**config.mk**
```make
export PLATFORM = sky130hd
export DESIGN_NAME = div_check_mul
export DESIGN_NICKNAME = d
export VERILOG_FILES = /design/src/rtl/div_pkg.sv /design/src/rtl/div_check_mul_dp.sv /design/src/rtl/div_check_mul.sv
export SDC_FILE = /design/constraint.sdc
export NUM_CORES = 1
export LEC_CHECK = 0
export ABC_AREA = 0
export CAP_MARGIN = 10
export CORE_ASPECT_RATIO = 0.5
export CORE_MARGIN = 2
export CORE_UTILIZATION = 45
export CTS_CLUSTER_DIAMETER = 150
export CTS_CLUSTER_SIZE = 8
export DETAILED_ROUTE_END_ITERATION = 8
export GPL_ROUTABILITY_DRIVEN = 0
export GPL_TIMING_DRIVEN = 0
export PLACE_DENSITY = 0.78
export SYNTH_ARGS = -nofsm -noshare
export SYNTH_HDL_FRONTEND = slang
export SYNTH_HIERARCHICAL = 1
export SYNTH_SLANG_ARGS = --single-unit
```
**constraint.sdc**
```tcl
create_clock -name clk -period 7 [get_ports clk]
set_clock_uncertainty 0.1 [all_clocks]
set_input_delay 0.7 -clock clk [delete_from_list [all_inputs] [get_ports clk]]
set_output_delay 0.7 -clock clk [all_outputs]
set_load 0.01 [all_outputs]
```
**src/rtl/div_pkg.sv**
```systemverilog
// Shared constants and FSM state type for the divider check multiplier.
package div_pkg;

    localparam int DIV_WIDTH = 32;
    localparam int DIV_CNT_W = $clog2(DIV_WIDTH);

    typedef enum logic [1:0] {
        IDLE = 2'd0,
        BUSY = 2'd1,
        DONE = 2'd2
    } mul_state_t;

endpackage

```
**src/rtl/div_check_mul_dp.sv**
```systemverilog
// Shift-add datapath: accumulator, shifted multiplicand and multiplier.
// load preloads the operands; step performs one add-shift iteration.
module div_check_mul_dp #(
    parameter int WIDTH = div_pkg::DIV_WIDTH
) (
    input  logic                 clk,
    input  logic                 rst,
    input  logic                 load,
    input  logic                 step,
    input  logic [WIDTH-1:0]     quotient,
    input  logic [WIDTH-1:0]     divisor,
    input  logic [WIDTH-1:0]     residue,
    output logic [2*WIDTH-1:0]   acc
);

    logic [2*WIDTH-1:0] mcand;
    logic [WIDTH-1:0]   mplier;

    // Preload on accept, otherwise conditionally add and shift once per step.
    always_ff @(posedge clk or posedge rst) begin
        if (rst) begin
            acc    <= '0;
            mcand  <= '0;
            mplier <= '0;
        end else if (load) begin
            acc    <= {{WIDTH{1'b0}}, residue};
            mcand  <= {{WIDTH{1'b0}}, quotient};
            mplier <= divisor;
        end else if (step) begin
            // Worst case sum is 2^(2W) - 2^W, so no carry-out is needed.
            if (mplier[0]) begin
                acc <= acc + mcand;
            end
            mcand  <= mcand << 1;
            mplier <= mplier >> 1;
        end
    end

endmodule

```
**src/rtl/div_check_mul.sv**
```systemverilog
// Sequential multiplier rebuilding dividend = quotient * divisor + residue.
// Optional feature macro: DIV_CHECK_MUL_CHECK_EN adds an operand sanity flag
// (err) that marks triples which cannot be a legal division result.
module div_check_mul
    import div_pkg::*;
#(
    parameter int WIDTH = DIV_WIDTH
) (
    input  logic                 clk,
    input  logic                 rst,
    input  logic                 in_valid,
    output logic                 in_ready,
    input  logic [WIDTH-1:0]     quotient,
    input  logic [WIDTH-1:0]     divisor,
    input  logic [WIDTH-1:0]     residue,
    output logic                 out_valid,
    input  logic                 out_ready,
    output logic [2*WIDTH-1:0]   product,
    output logic                 hi_nonzero,
    output logic                 err
);

    localparam int CNT_W = $clog2(WIDTH);

    mul_state_t         state, state_nxt;
    logic [CNT_W-1:0]   cnt;
    logic               load, step;
    logic [2*WIDTH-1:0] acc;

    // State register; reset aborts any operation in flight.
    always_ff @(posedge clk or posedge rst) begin
        if (rst) state <= IDLE;
        else     state <= state_nxt;
    end

    // Next-state and datapath enables; BUSY always runs the full WIDTH steps.
    always_comb begin
        state_nxt = state;
        load      = 1'b0;
        step      = 1'b0;
        case (state)
            IDLE: begin
                if (in_valid) begin
                    load      = 1'b1;
                    state_nxt = BUSY;
                end
            end
            BUSY: begin
                step = 1'b1;
                if (cnt == CNT_W'(WIDTH - 1)) state_nxt = DONE;
            end
            DONE: begin
                if (out_ready) state_nxt = IDLE;
            end
            default: state_nxt = IDLE;
        endcase
    end

    // Step counter; wraps back to zero on the final BUSY step.
    always_ff @(posedge clk or posedge rst) begin
        if (rst)       cnt <= '0;
        else if (load) cnt <= '0;
        else if (step) cnt <= cnt + 1'b1;
    end

    div_check_mul_dp #(.WIDTH(WIDTH)) u_dp (
        .clk      (clk),
        .rst      (rst),
        .load     (load),
        .step     (step),
        .quotient (quotient),
        .divisor  (divisor),
        .residue  (residue),
        .acc      (acc)
    );

    assign in_ready   = (state == IDLE);
    assign out_valid  = (state == DONE);
    assign product    = acc;
    assign hi_nonzero = |acc[2*WIDTH-1:WIDTH];

`ifdef DIV_CHECK_MUL_CHECK_EN
    logic err_q;

    // Flag triples that are not a legal division result; cleared on hand-off.
    always_ff @(posedge clk or posedge rst) begin
        if (rst)                               err_q <= 1'b0;
        else if (load)                         err_q <= (divisor == '0) || (residue >= divisor);
        else if (state == DONE && out_ready)   err_q <= 1'b0;
    end

    assign err = err_q;
`else
    assign err = 1'b0;
`endif

endmodule

```
==> metrics.txt <==
HP Start cnt[4]; GR Util All Layers 26.4%; Hold Crit Class flop to flop; Max Fclk 0.246 GHz; peak supply drop 0.221 mV; Root Buffer clkbuf_16; post-synth top area cell dfrtp_1; largest net degree at the start of global routing 92; layout cells sized above 1 4.89%; synth top area cells dfrtp_1 (38%), mux2i_1 (9.2%), ha_1 (7.3%); CP Launch Type flop; Layout Utilization 57.0%; Hold Path End cnt[4]; post-synthesis cell area 11,100 um2; postcts setup bufs 0; Synth Area per Inst 8.70 um2; setup violators final 0; fill count 2,148; fin crit share 58.0%; initial antenna violation count 0; vias in the first global route 10,400; Routed wire per std cell 18.7 um; worst-path fanout max 9; WP data arrival 4330 ps; yosys warns 6; Distinct cells, synth 72; clk_lat worst skew 450 ps; Antenna Violating Nets Remaining 0; ANT cells 0; slew of the pin with the lowest slew margin 930 ps; Period minus WS final 4060 ps; Synth top area share 37.7%; post-CTS sizing 0; initial core utilization 46.0%; met2 usage 41.9%; power density over cell area 493 nW/um2; TritonCTS Buffers 17; worst r2r src u_dp/acc[33]; first-pass GRT wire length 53.7 mm; Post-synth EDFFs 0; # clock sinks 167; Post-Syn Instances 1,275; Synth-to-Final Area Change 23.9%; Yosys reg bits 167; reg-to-reg slack, setup 2940 ps; gr busiest metal met2; worst setup path class flop to flop; PortBufs 166; number of cells on the worst hold path 2; vias per cell 5.88; # IOs 168; reg2reg end u_dp/acc[57]; CTS tree built; DR iter-0 viols 1,336; routing usage on met3 5.62%; Core Box Area 24,100 um2; post-route DRC violation count 0; maxcap violations 0; Nets 1,627; total grt overflow 0; FFs w/ async S/R, synth 100%; unrepaired setup endpoints after global routing false; syn nets 1,441; Die X 226 um; max-slew violations 0; element type at the critical path end flop; status complete, no violations; sequential fraction of the synthesis area 37.7%; M1 GR Usage 35.6%; Max clock buf depth 2; first-pass iteration count of the detailed router 7; DIE AREA 26,000 um2; Final Hold Fails 0; DP Wirelength 25.5 mm; Post-CTS Hold Fix Bufs 0; Reg2Reg Depth 11; Die H 115 um; slew margin rel. 38.0%; H-tree levels 4; WP data required 7270 ps; CP startpoint u_dp/acc[33]; via count 10,600; clock slew at reported path FFs 70 ps; num rows 40; top_reg_cell synth dfrtp_1; total power 6780 uW; routed wire length 33.9 mm; Leak 0.00644 uW
[worst max-delay path: stages, from the launching register on]
cell and delay [ps]:
dfrtp_1 450, ha_1 310, clkbuf_1 330, nand4_1 230, nor3_1 500, nand3_1 160
a211oi_1 740, a211oi_2 290, o21bai_1 430, nor4b_1 290, nor2_1 80, o21ai_0 80
[stage by stage]
stage                     hold WS [ps]  cell area (um2)  setup TNS (ps)  instances  setup slack, ps
after floorplan                    382            11100               0       1275             1880
after global placement             399            13200           -8350       1777            -67.7
after detailed placement           421            13200               0       1778             2920
after CTS                          430            13800               0       1809             3270
after global routing               457            13800               0       1809             2850
final                              436            13800               0       1809             2940
[worst max path at each step]
stage                 endpoint  slack [ps]  depth (start not counted)
2_1_floorplan      u_dp/acc[0]        1880                          1
3_3_place_gp   u_dp/mplier[20]         -70                          2
3_5_place_dp      u_dp/acc[30]        2920                          8
4_1_cts           u_dp/acc[57]        3270                         11
5_1_grt           u_dp/acc[57]        2850                         11
6_report          u_dp/acc[57]        2940                         11
[cell usage after synthesis, drive strengths merged (2+ instances only)]
library cell	n
xnor2	29
a221oi	5
and2	5
nor2b	10
a31oi	13
inv	21
nand4	26
or3	4
a21oi	112
a211oi	8
o21ai	150
mux2i	102
o211a	2
nor4	12
a221o	3
o31ai	5
nand3b	2
or2	2
xor2	23
o211ai	8
clkbuf	68
a32oi	2
nor4b	2
a21o	38
nor3	13
nor2	79
o21a	9
nand2	189
buf	13
nand3	25
mux2	7
dfrtp	167
and3	11
a211o	2
ha	65
and4	3
nand2b	5
o21bai	18
a21boi	2
o221ai	4
[cells in the final DEF, fill, tap and decap left out, types with 10 or more instances in the layout]
cell / instances
xnor2_1: 29
xor2_1: 23
nand2_1: 189
dfrtp_1: 167
ha_1: 65
clkdlybuf4s50_1: 166
nor2_1: 78
a31oi_1: 13
nand3_1: 25
inv_1: 18
mux2i_1: 102
o21bai_1: 18
nand4_1: 26
o21ai_0: 138
a21o_1: 37
and3_1: 11
nor4_1: 10
clkbuf_1: 67
nor3_1: 13
a21oi_1: 106
clkbuf_16: 17
[logic make-up after synthesis]
| family | Yosys count | synth area share (%) |
|---|---|---|
| AOI/OAI and AO/OA | 389 | 21.3 |
| xor gates and xnor gates | 52 | 4.10 |
| adders and majority gates | 66 | 7.51 |
| buffers and inverters | 102 | 3.55 |
| DFF | 167 | 37.7 |
| muxes | 109 | 9.91 |
| other | 1 | 0.0338 |
| and+or+nand+nor | 389 | 15.9 |
[final cells by class]
cell class | instances | area [um2] | share of cell area [%]
Buffer | 81 | 313 | 2.27
Clock buffer | 17 | 425 | 3.09
Clock inverter | 14 | 115 | 0.837
Inverter | 21 | 86.3 | 0.628
Multi-Input combinational cell | 1006 | 6520 | 47.4
Sequential cell | 167 | 4180 | 30.4
Tap cell | 336 | 420 | 3.06
Timing Repair Buffer | 167 | 1690 | 12.3
[layer usage]
layer | share of wire (%) | wire length [um]
met3 | 8.0 | 2730
met4 | 3.6 | 1220
met2 | 45 | 15300
met1 | 43 | 14700
met5 | 0 | 0
[power breakdown]
part	switching (uW)	internal, uW	total (uW)
Combinational	2400	1680	4080
Sequential	408	1400	1810
Clock	430	462	893
[registers in the layout, summed over array words and instances, names as in the netlist]
register	flops
u_dp/acc	64
u_dp/mcand	64
u_dp/mplier	32
cnt	5
state	2
Note: power is estimated with default switching activity, not from simulation.
